$ cat src/rtl/disp_pkg.sv
// Shared types and constants for the multiplexed 7-segment scan driver.
package disp_pkg;

   typedef enum logic [1:0] {
      ST_IDLE  = 2'd0,
      ST_BLANK = 2'd1,
      ST_ON    = 2'd2
   } scan_state_e;

   localparam int SEG_W = 7;

   // Bit positions of each segment within a digit's pattern.
   localparam int SEG_A = 0;
   localparam int SEG_B = 1;
   localparam int SEG_C = 2;
   localparam int SEG_D = 3;
   localparam int SEG_E = 4;
   localparam int SEG_F = 5;
   localparam int SEG_G = 6;

endpackage

$ cat src/rtl/disp_slot_timer.sv
// Loadable down-counter with terminal-count flag; times both BLANK and ON slots.
module disp_slot_timer
   import disp_pkg::*;
#(
   parameter int CNT_W = 4
) (
   input  logic             clk,
   input  logic             rst,
   input  logic             load,
   input  logic [CNT_W-1:0] load_val,
   output logic [CNT_W-1:0] cnt_nxt,
   output logic             tc
);

   logic [CNT_W-1:0] cnt_q;
   logic [CNT_W-1:0] cnt_d;

   always_comb begin
      cnt_d = load ? load_val : cnt_q - CNT_W'(1);
   end

   always_ff @(posedge clk) begin
      if (rst) begin
         cnt_q <= '0;
      end else begin
         cnt_q <= cnt_d;
      end
   end

   assign cnt_nxt = cnt_d;
   assign tc      = (cnt_q == '0);

endmodule

$ cat src/rtl/disp_scan_mux.sv
// N-digit 7-segment scan driver with dead-time blanking and per-digit enable.
// Define DISP_BRIGHTNESS_EN to PWM-gate the digit select by the bright input.
//
// state    | meaning
// ST_IDLE  | single cycle after reset, all outputs dark
// ST_BLANK | dead time between digits, no select active
// ST_ON    | digit scan_idx driven from its shadow registers
module disp_scan_mux
   import disp_pkg::*;
#(
   parameter int N_DIGITS       = 4,
   parameter int PRESCALE       = 1000,
   parameter int DEAD_CYCLES    = 2,
   parameter int SEG_ACTIVE_LOW = 1,
   parameter int SEL_ACTIVE_LOW = 1
) (
   input  logic                        clk_disp,
   input  logic                        rst,
   input  logic [SEG_W*N_DIGITS-1:0]   seg_data,
   input  logic [N_DIGITS-1:0]         dp,
   input  logic [N_DIGITS-1:0]         digit_en,
   input  logic [3:0]                  bright,
   output logic [SEG_W-1:0]            seg_out,
   output logic                        dp_out,
   output logic [N_DIGITS-1:0]         sel_out,
   output logic [$clog2(N_DIGITS)-1:0] scan_idx,
   output logic                        frame_done
);

   localparam int IDX_W   = $clog2(N_DIGITS);
   localparam int CNT_MAX = (PRESCALE > DEAD_CYCLES) ? PRESCALE : DEAD_CYCLES;
   localparam int CNT_W   = $clog2(CNT_MAX);
   localparam logic [CNT_W-1:0] ON_LOAD   = CNT_W'(PRESCALE - 1);
   localparam logic [CNT_W-1:0] DEAD_LOAD = CNT_W'((DEAD_CYCLES > 0) ? DEAD_CYCLES - 1 : 0);
   localparam logic [IDX_W-1:0] LAST_IDX  = IDX_W'(N_DIGITS - 1);

   scan_state_e       state_q, state_d;
   logic [IDX_W-1:0]  idx_q, idx_d;
   logic              frame_done_q, frame_done_d;
   logic [SEG_W-1:0]  seg_sh_q, seg_sh_d;
   logic              dp_sh_q, dp_sh_d;
   logic              en_sh_q, en_sh_d;
   logic [3:0]        bright_sh_q, bright_sh_d;
   logic [N_DIGITS-1:0] sel_q, sel_d;
   logic [SEG_W-1:0]  seg_q, seg_d;
   logic              dp_q, dp_d;

   logic              tmr_load;
   logic [CNT_W-1:0]  tmr_val;
   logic [CNT_W-1:0]  cnt_nxt;
   logic              tmr_tc;
   logic              enter_on;
   logic              pwm_ok;

   disp_slot_timer #(.CNT_W(CNT_W)) u_timer (
      .clk      (clk_disp),
      .rst      (rst),
      .load     (tmr_load),
      .load_val (tmr_val),
      .cnt_nxt  (cnt_nxt),
      .tc       (tmr_tc)
   );

   always_comb begin
      state_d      = state_q;
      idx_d        = idx_q;
      frame_done_d = 1'b0;
      tmr_load     = 1'b0;
      tmr_val      = ON_LOAD;
      enter_on     = 1'b0;
      case (state_q)
         ST_IDLE: begin
            if (DEAD_CYCLES == 0) begin
               enter_on = 1'b1;
            end else begin
               state_d  = ST_BLANK;
               tmr_load = 1'b1;
               tmr_val  = DEAD_LOAD;
            end
         end
         ST_BLANK: begin
            if (tmr_tc) enter_on = 1'b1;
         end
         ST_ON: begin
            if (tmr_tc) begin
               idx_d        = (idx_q == LAST_IDX) ? '0 : idx_q + IDX_W'(1);
               frame_done_d = (idx_q == LAST_IDX);
               if (DEAD_CYCLES == 0) begin
                  enter_on = 1'b1;
               end else begin
                  state_d  = ST_BLANK;
                  tmr_load = 1'b1;
                  tmr_val  = DEAD_LOAD;
               end
            end
         end
         default: state_d = ST_IDLE;
      endcase
      if (enter_on) begin
         state_d  = ST_ON;
         tmr_load = 1'b1;
         tmr_val  = ON_LOAD;
      end

      // Shadow capture at slot start keeps a digit stable for its whole slot.
      seg_sh_d    = enter_on ? seg_data[int'(idx_d)*SEG_W +: SEG_W] : seg_sh_q;
      dp_sh_d     = enter_on ? dp[idx_d]       : dp_sh_q;
      en_sh_d     = enter_on ? digit_en[idx_d] : en_sh_q;
      bright_sh_d = enter_on ? bright          : bright_sh_q;

`ifdef DISP_BRIGHTNESS_EN
      pwm_ok = (cnt_nxt[3:0] <= bright_sh_d);
`else
      pwm_ok = 1'b1;
`endif

      // Outputs are computed from next state so they track the state register.
      sel_d = '0;
      seg_d = '0;
      dp_d  = 1'b0;
      if (state_d == ST_ON && en_sh_d) begin
         seg_d = seg_sh_d;
         dp_d  = dp_sh_d;
         if (pwm_ok) sel_d[idx_d] = 1'b1;
      end
   end

`ifndef DISP_BRIGHTNESS_EN
   logic unused_cnt;
   assign unused_cnt = ^cnt_nxt;
`endif

   always_ff @(posedge clk_disp) begin
      if (rst) begin
         state_q      <= ST_IDLE;
         idx_q        <= '0;
         frame_done_q <= 1'b0;
         seg_sh_q     <= '0;
         dp_sh_q      <= 1'b0;
         en_sh_q      <= 1'b0;
         bright_sh_q  <= '0;
         sel_q        <= '0;
         seg_q        <= '0;
         dp_q         <= 1'b0;
      end else begin
         state_q      <= state_d;
         idx_q        <= idx_d;
         frame_done_q <= frame_done_d;
         seg_sh_q     <= seg_sh_d;
         dp_sh_q      <= dp_sh_d;
         en_sh_q      <= en_sh_d;
         bright_sh_q  <= bright_sh_d;
         sel_q        <= sel_d;
         seg_q        <= seg_d;
         dp_q         <= dp_d;
      end
   end

   assign seg_out    = (SEG_ACTIVE_LOW != 0) ? ~seg_q : seg_q;
   assign dp_out     = (SEG_ACTIVE_LOW != 0) ? ~dp_q  : dp_q;
   assign sel_out    = (SEL_ACTIVE_LOW != 0) ? ~sel_q : sel_q;
   assign scan_idx   = idx_q;
   assign frame_done = frame_done_q;

endmodule
$ cat config.mk
export PLATFORM = sky130hd
export DESIGN_NAME = disp_scan_mux
export DESIGN_NICKNAME = d
export VERILOG_FILES = /design/src/rtl/disp_pkg.sv /design/src/rtl/disp_slot_timer.sv /design/src/rtl/disp_scan_mux.sv
export SDC_FILE = /design/constraint.sdc
export NUM_CORES = 1
export LEC_CHECK = 0
export CAP_MARGIN = 20
export CORE_ASPECT_RATIO = 0.5
export CORE_MARGIN = 2
export CORE_UTILIZATION = 42
export CTS_BUF_LIST = sky130_fd_sc_hd__clkbuf_16
export DETAILED_ROUTE_END_ITERATION = 8
export PLACE_DENSITY = 0.83
export RECOVER_POWER = 100
export SYNTH_ARGS = -nofsm -noshare
export SYNTH_HDL_FRONTEND = slang
export SYNTH_SLANG_ARGS = --single-unit
$ cat constraint.sdc
create_clock -name clk_disp -period 2.8 [get_ports clk_disp]
set_clock_uncertainty 0.15 [all_clocks]
set_input_delay 0.28 -clock clk_disp [delete_from_list [all_inputs] [get_ports clk_disp]]
set_output_delay 0.28 -clock clk_disp [all_outputs]
set_load 0.05 [all_outputs]
==> results of run 1 <==
## what timing repair did
item	CTS	global route
resized for setup	4	5
setup buffers	0	3
pin swaps	0	3
endpoints found under the hold margin	0	0
setup endpoints to repair	8	20
## cells in the mapped netlist (3+ instances only)
master and number:
nor4_1 8, clkbuf_1 12, xnor2_1 6, inv_1 15, mux2i_1 19, dfxtp_1 36, mux2_2 3, nand2_1 7
nor3_1 5, nor2_1 20, a21oi_1 13, a31oi_1 3, o21ai_0 9, nand2b_1 5, and2_1 8, nor2b_1 8
o21ai_1 7
## sequential cells by signal, summed over array words and instances (netlist names)
name / flops
u_timer.cnt_q: 10
seg_q: 7
seg_sh_q: 7
sel_q: 4
scan_idx: 2
state_q: 2
dp_q: 1
dp_sh_q: 1
en_sh_q: 1
frame_done: 1
## layout by cell type (no fill, tap or decap), types with 9 or more instances in the layout
master / instances
inv_1: 15
dfxtp_1: 36
dlygate4sd3_1: 13
clkdlybuf4s50_1: 39
buf_4: 11
a21oi_1: 13
o21ai_0: 9
nor2_1: 20
mux2i_1: 18
## layer usage
metal / global-route usage (%) / up-vias / routed length (µm)
li1: - / 845 / -
met3: 4.65 / 9 / 198
met5: 0 / - / 0
met2: 35.2 / 36 / 2460
met1: 22.2 / 809 / 2030
met4: 7.18 / 0 / 74
## worst max-delay path, stage by stage, from the launching register on
cell	delay (ps)
dfxtp_1	310
ha_1	220
or4b_2	650
nor4_4	260
mux2i_1	380
a31oi_4	170
or3_4	390
a21oi_1	120
## logic make-up after synthesis
kind of cell	Yosys count	synth area share, %
AOI/OAI and AO/OA	36	10.9
xor gates and xnor gates	7	3.30
adders and majority gates	3	1.89
buffers and inverters	28	6.07
DFF	36	38.8
muxes	23	13.3
and+or+nand+nor	77	25.8
## final timing paths
check,slack [ps],to,from,depth (start not counted)
max,80,sel_q[1],scan_idx[0],7
min,360,en_sh_q,en_sh_q,2
max reg2reg,80,sel_q[1],scan_idx[0],7
min reg2reg,360,en_sh_q,en_sh_q,2
## power by group
part	switching, mW	leakage (nW)	internal [mW]	total, mW
Sequential	0.109	0.293	0.629	0.738
Combinational	0.601	0.596	0.503	1.10
Clock	0.202	0.0738	0.320	0.521
## cell type report
| type | instances | area, µm² | share of cell area (%) |
|---|---|---|---|
| Timing Repair Buffer | 64 | 623 | 23.3 |
| Clock inverter | 3 | 11.3 | 0.422 |
| Inverter | 15 | 56.3 | 2.11 |
| Tap cell | 57 | 71.3 | 2.67 |
| Multi-Input combinational cell | 146 | 1060 | 39.8 |
| Clock buffer | 5 | 125 | 4.68 |
| Sequential cell | 36 | 721 | 27.0 |
==> reports/qor.yml, run 1 <==
status: "completed"
initialDrtViolationCount: 96
vias: 1699
n_fill_cell: 338
slew_headroom_pct: 48.7
cts.path.max_buffers: 2
dp_hpwl_um: 3250
yosysWarnings: 0
die_w_um: 98
crit_path_end_kind: "flip-flop"
htreeDepth: 2
synth_seq_cells: 36
max_freq_ghz: 0.367
total_power_mw: 2.36
cp_max_fo: 4
drc: 0
final.setup.worst_slack_ps: 78.0
grt_pass1_wl_um: 7450
wl_per_cell_um: 14.6
max_cap_viol_count: 0
peakVddDrop_mv: 0.514
drive_above_1_share_pct: 14.1
synth-seq-area-share_pct: 38.8
leakage_nw: 0.962
postLayoutCoreUtil_pct: 61.9
clk_latency_ps: 280
worst_pin_slew_ps: 767
cts_buffers: 5
synthArstFlopShare_pct: 0
gp_congestion: 0.828
grt_max_degree: 24
io_pins: 57
dp.cells: 315
grt_overflow: 0
firstDrtPassIters: 4
cts_tree: "done"
synth-edff-count: 0
instances_no_fill: 326
hold_slack_ps: 361
io_buffers: 52
arrival_ps: 2790
first_global_vias: 1639
cts-root-buf: "clkbuf_16"
syn_inst: 210
synth_cell_types: 40
crit_type: "reg -> reg"
synth.net_count: 254
finalHoldViolations: 0
syn_area_per_cell_um2: 8.84
hold_path.class: "reg -> reg"
setup-tns-final_ps: 0
grt_setup_unrepaired: "no"
synth.area.top_cells: "dfxtp_1, mux2i_1, nor2_1"
viasPerCell: 5.21
cp.required_ps: 2860
track_usage_pct: 19.2
clkSlewWorstSetupHoldPaths_ps: 50
n_antenna_cell: 0
syn2layout_area_growth_pct: 44.0
die_h_um: 51
synth_ff_type: "dfxtp_1"
ant_nets: 0
initial_core_util_pct: 43.0
pre_cts_ws_ps: -45.5
cp-start-kind: "flip-flop"
antenna_found_initial: 0
period_needed_ps: 2720
die-area_um2: 5000
fin_area_um2: 2670
fin_nets: 312
wl_um: 4760
p_per_area_nw_per_um2: 885
final-setup-viol-count: 0
drv_slew: 0
synth_top_area_share_pct: 38.8
place_area_um2: 2470
cts_sinks: 36
core_um2: 4320
hold_buffers: 0
rows: 17
syn-cell-area_um2: 1860
fin_crit_sh_pct: 97.2
synth_top_area_cell: "dfxtp_1"
Note: power is estimated with default switching activity, not from simulation.
==> run 2, diff against run 1 <==
--- a/config.mk
+++ b/config.mk
@@ -6,7 +6,6 @@
 export NUM_CORES = 1
 export LEC_CHECK = 0
 export CAP_MARGIN = 20
-export CORE_ASPECT_RATIO = 0.5
 export CORE_MARGIN = 2
 export CORE_UTILIZATION = 42
 export CTS_BUF_LIST = sky130_fd_sc_hd__clkbuf_16
==> reports/qor.yml, run 2 (same netlist as run 1, synthesis figures left out) <==
status: "completed"
grt_pass1_wl_um: 7200  # -3.4%
hold_path.class: "reg -> reg"
die_h_um: 70.5  # +38%
cts-root-buf: "clkbuf_16"
wl_um: 4150  # -13%
hold_slack_ps: 339  # -22.1 ps
power.switching_uw: 864  # -5.3%
swShare_pct: 37.0  # -1.6 points
max_freq_ghz: 0.369  # +0.31%
antenna_found_initial: 0  # unchanged
p_int_mw: 1.47  # +1.4%
final.setup.worst_slack_ps: 86.3  # +8.32 ps
die_w_um: 70.5  # -28%
path_delay_family: "simple AND/OR/NAND/NOR gates"
leakage_nw: 0.985  # +2.3%
gp_congestion: 0.751  # -9.2%
cts_buffers: 5  # unchanged
p_seq_share_pct: 31.5  # +0.3 points
grt_overflow: 0  # unchanged
vias: 1673  # -1.5%
layout_commonest_cell: "clkdlybuf4s50_1"
crit_buf_inv: 2  # +2
initial_core_util_pct: 43.2  # +0.24 points
slew_headroom_pct: 64.3  # +16 points
cts.path.max_buffers: 2  # unchanged
p_clk_share_pct: 22.6  # +0.5 points
cp-start-kind: "flip-flop"
wl_per_cell_um: 12.8  # -13%
max_cap_viol_count: 0  # unchanged
cp.required_ps: 2870  # about the same
peakVddDrop_mv: 0.320  # -38%
setup-tns-final_ps: 0  # unchanged
final-setup-viol-count: 0  # unchanged
grt_max_degree: 24  # unchanged
io_buffers: 52  # unchanged
drc: 0  # unchanged
track_usage_pct: 18.2  # -0.96 points
regMostFlops: "u_timer.cnt_q"
htreeDepth: 2  # unchanged
ant_nets: 0  # unchanged
initialDrtViolationCount: 75  # -22%
postLayoutCoreUtil_pct: 62.3  # +0.43 points
pre_cts_ws_ps: 77.1  # +123 ps
drive_above_1_share_pct: 14.7  # +0.53 points
worst_pin_slew_ps: 533  # -234 ps
syn2layout_area_growth_pct: 44.2
largest_reg_flops: 10  # unchanged
dp_hpwl_um: 3020  # -7.0%
period_needed_ps: 2710  # -8.32 ps
p_comb_share_pct: 46.0  # -0.7 points
die-area_um2: 4970  # -0.65%
final_cell_mix: "clkdlybuf4s50_1, dfxtp_1, nor2_1, mux2i_1, inv_1"
cts_tree: "done"
viasPerCell: 5.15  # -1.2%
first_global_vias: 1652  # +0.79%
path_cells: "inv_1 -> ha_1 -> or4b_4 -> buf_4 -> nor4_4 -> mux2i_1 -> a31oi_2 -> or3_4 -> a21oi_1"
crit_path_end_kind: "flip-flop"
clk_latency_ps: 280  # about the same
fin_nets: 316  # +1.3%
fin_crit_sh_pct: 96.9  # -0.30 points
reg_top3: "u_timer.cnt_q: 10 flops, seg_q: 7 flops, seg_sh_q: 7 flops"
arrival_ps: 2780  # about the same
cp_max_fo: 5  # +1
finalHoldViolations: 0  # unchanged
drv_slew: 0  # unchanged
n_antenna_cell: 0  # unchanged
firstDrtPassIters: 4  # unchanged
crit_type: "reg -> reg"
core_um2: 4290  # -0.55%
max_stage_delay_ps: 520  # -130 ps
startpoint: "u_timer.cnt_q[1]"
p_per_area_nw_per_um2: 873  # -1.3%
hold_start: "u_timer.cnt_q[3]"
cts_sinks: 36  # unchanged
io_pins: 57  # unchanged
slowest_stage: "or4b_4"
clkSlewWorstSetupHoldPaths_ps: 60  # about the same
rows: 24  # +7
r2r_start: "u_timer.cnt_q[1]"
run 2: cell count changes in the layout (fill, tap and decap cells not counted), sizes merged:
cell	previous run	this run
inv	17	16
buf	12	16
dlygate4sd3	13	15
clkinvlp	0	1
clkdlybuf4s50	39	37
run 2: path summary, 6_finish.rpt:
kind	cells past startpoint	slack [ps]	to
worst min-delay path	2	340	u_timer.cnt_q[3]
worst max-delay path	9	90	sel_q[1]
worst max register to register	9	90	sel_q[1]
worst min register to register	2	340	u_timer.cnt_q[3]
run 2: routing by layer:
layer	GRT usage [%]	vias up	wire [µm]
met5	0	-	0
met4	7.91	0	74
met3	6.20	5	240
met2	30.1	41	2030
met1	21.3	775	1810
li1	-	852	-
run 2: power groups by stage:
stage	sequential (mW)	clock [mW]	combinational (mW)
final	0.735	0.527	1.07
after global routing	0.750	0.565	1.20
after CTS	0.731	0.538	1.04
after detailed placement	0.740	0	1.04
after global placement	0.734	0	1.01
after floorplan	0.703	0	0.809
run 2: metrics by stage:
| step | std cells | instance area, µm² | power (mW) |
|---|---|---|---|
| after floorplan | 210 | 1860 | 1.51 |
| after global placement | 315 | 2500 | 1.74 |
| after detailed placement | 315 | 2500 | 1.78 |
| after CTS | 323 | 2640 | 2.31 |
| after global routing | 325 | 2680 | 2.51 |
| final | 325 | 2680 | 2.34 |
run 2: worst register-to-register path, cell delays in order, from the launching register on:
cell and delay, ps:
dfxtp_1 310, inv_1 60, ha_1 190, or4b_4 520, buf_4 170, nor4_4 260
mux2i_1 320, a31oi_2 170, or3_4 390, a21oi_1 120
run 2: timing repair:
action                                  CTS  global route
gates resized for setup                   0             3
hold buffers                              0             0
endpoints found under the setup margin    0            19
setup buffers                             0             2
run 2: layout make-up:
| cell class | count | area (µm²) |
|---|---|---|
| Tap cell | 52 | 65.1 |
| Clock inverter | 3 | 15.0 |
| Clock buffer | 5 | 125 |
| Inverter | 15 | 56.3 |
| Sequential cell | 36 | 721 |
| Timing Repair Buffer | 68 | 653 |
| Fill cell | 353 | 1620 |
| Multi-Input combinational cell | 146 | 1040 |
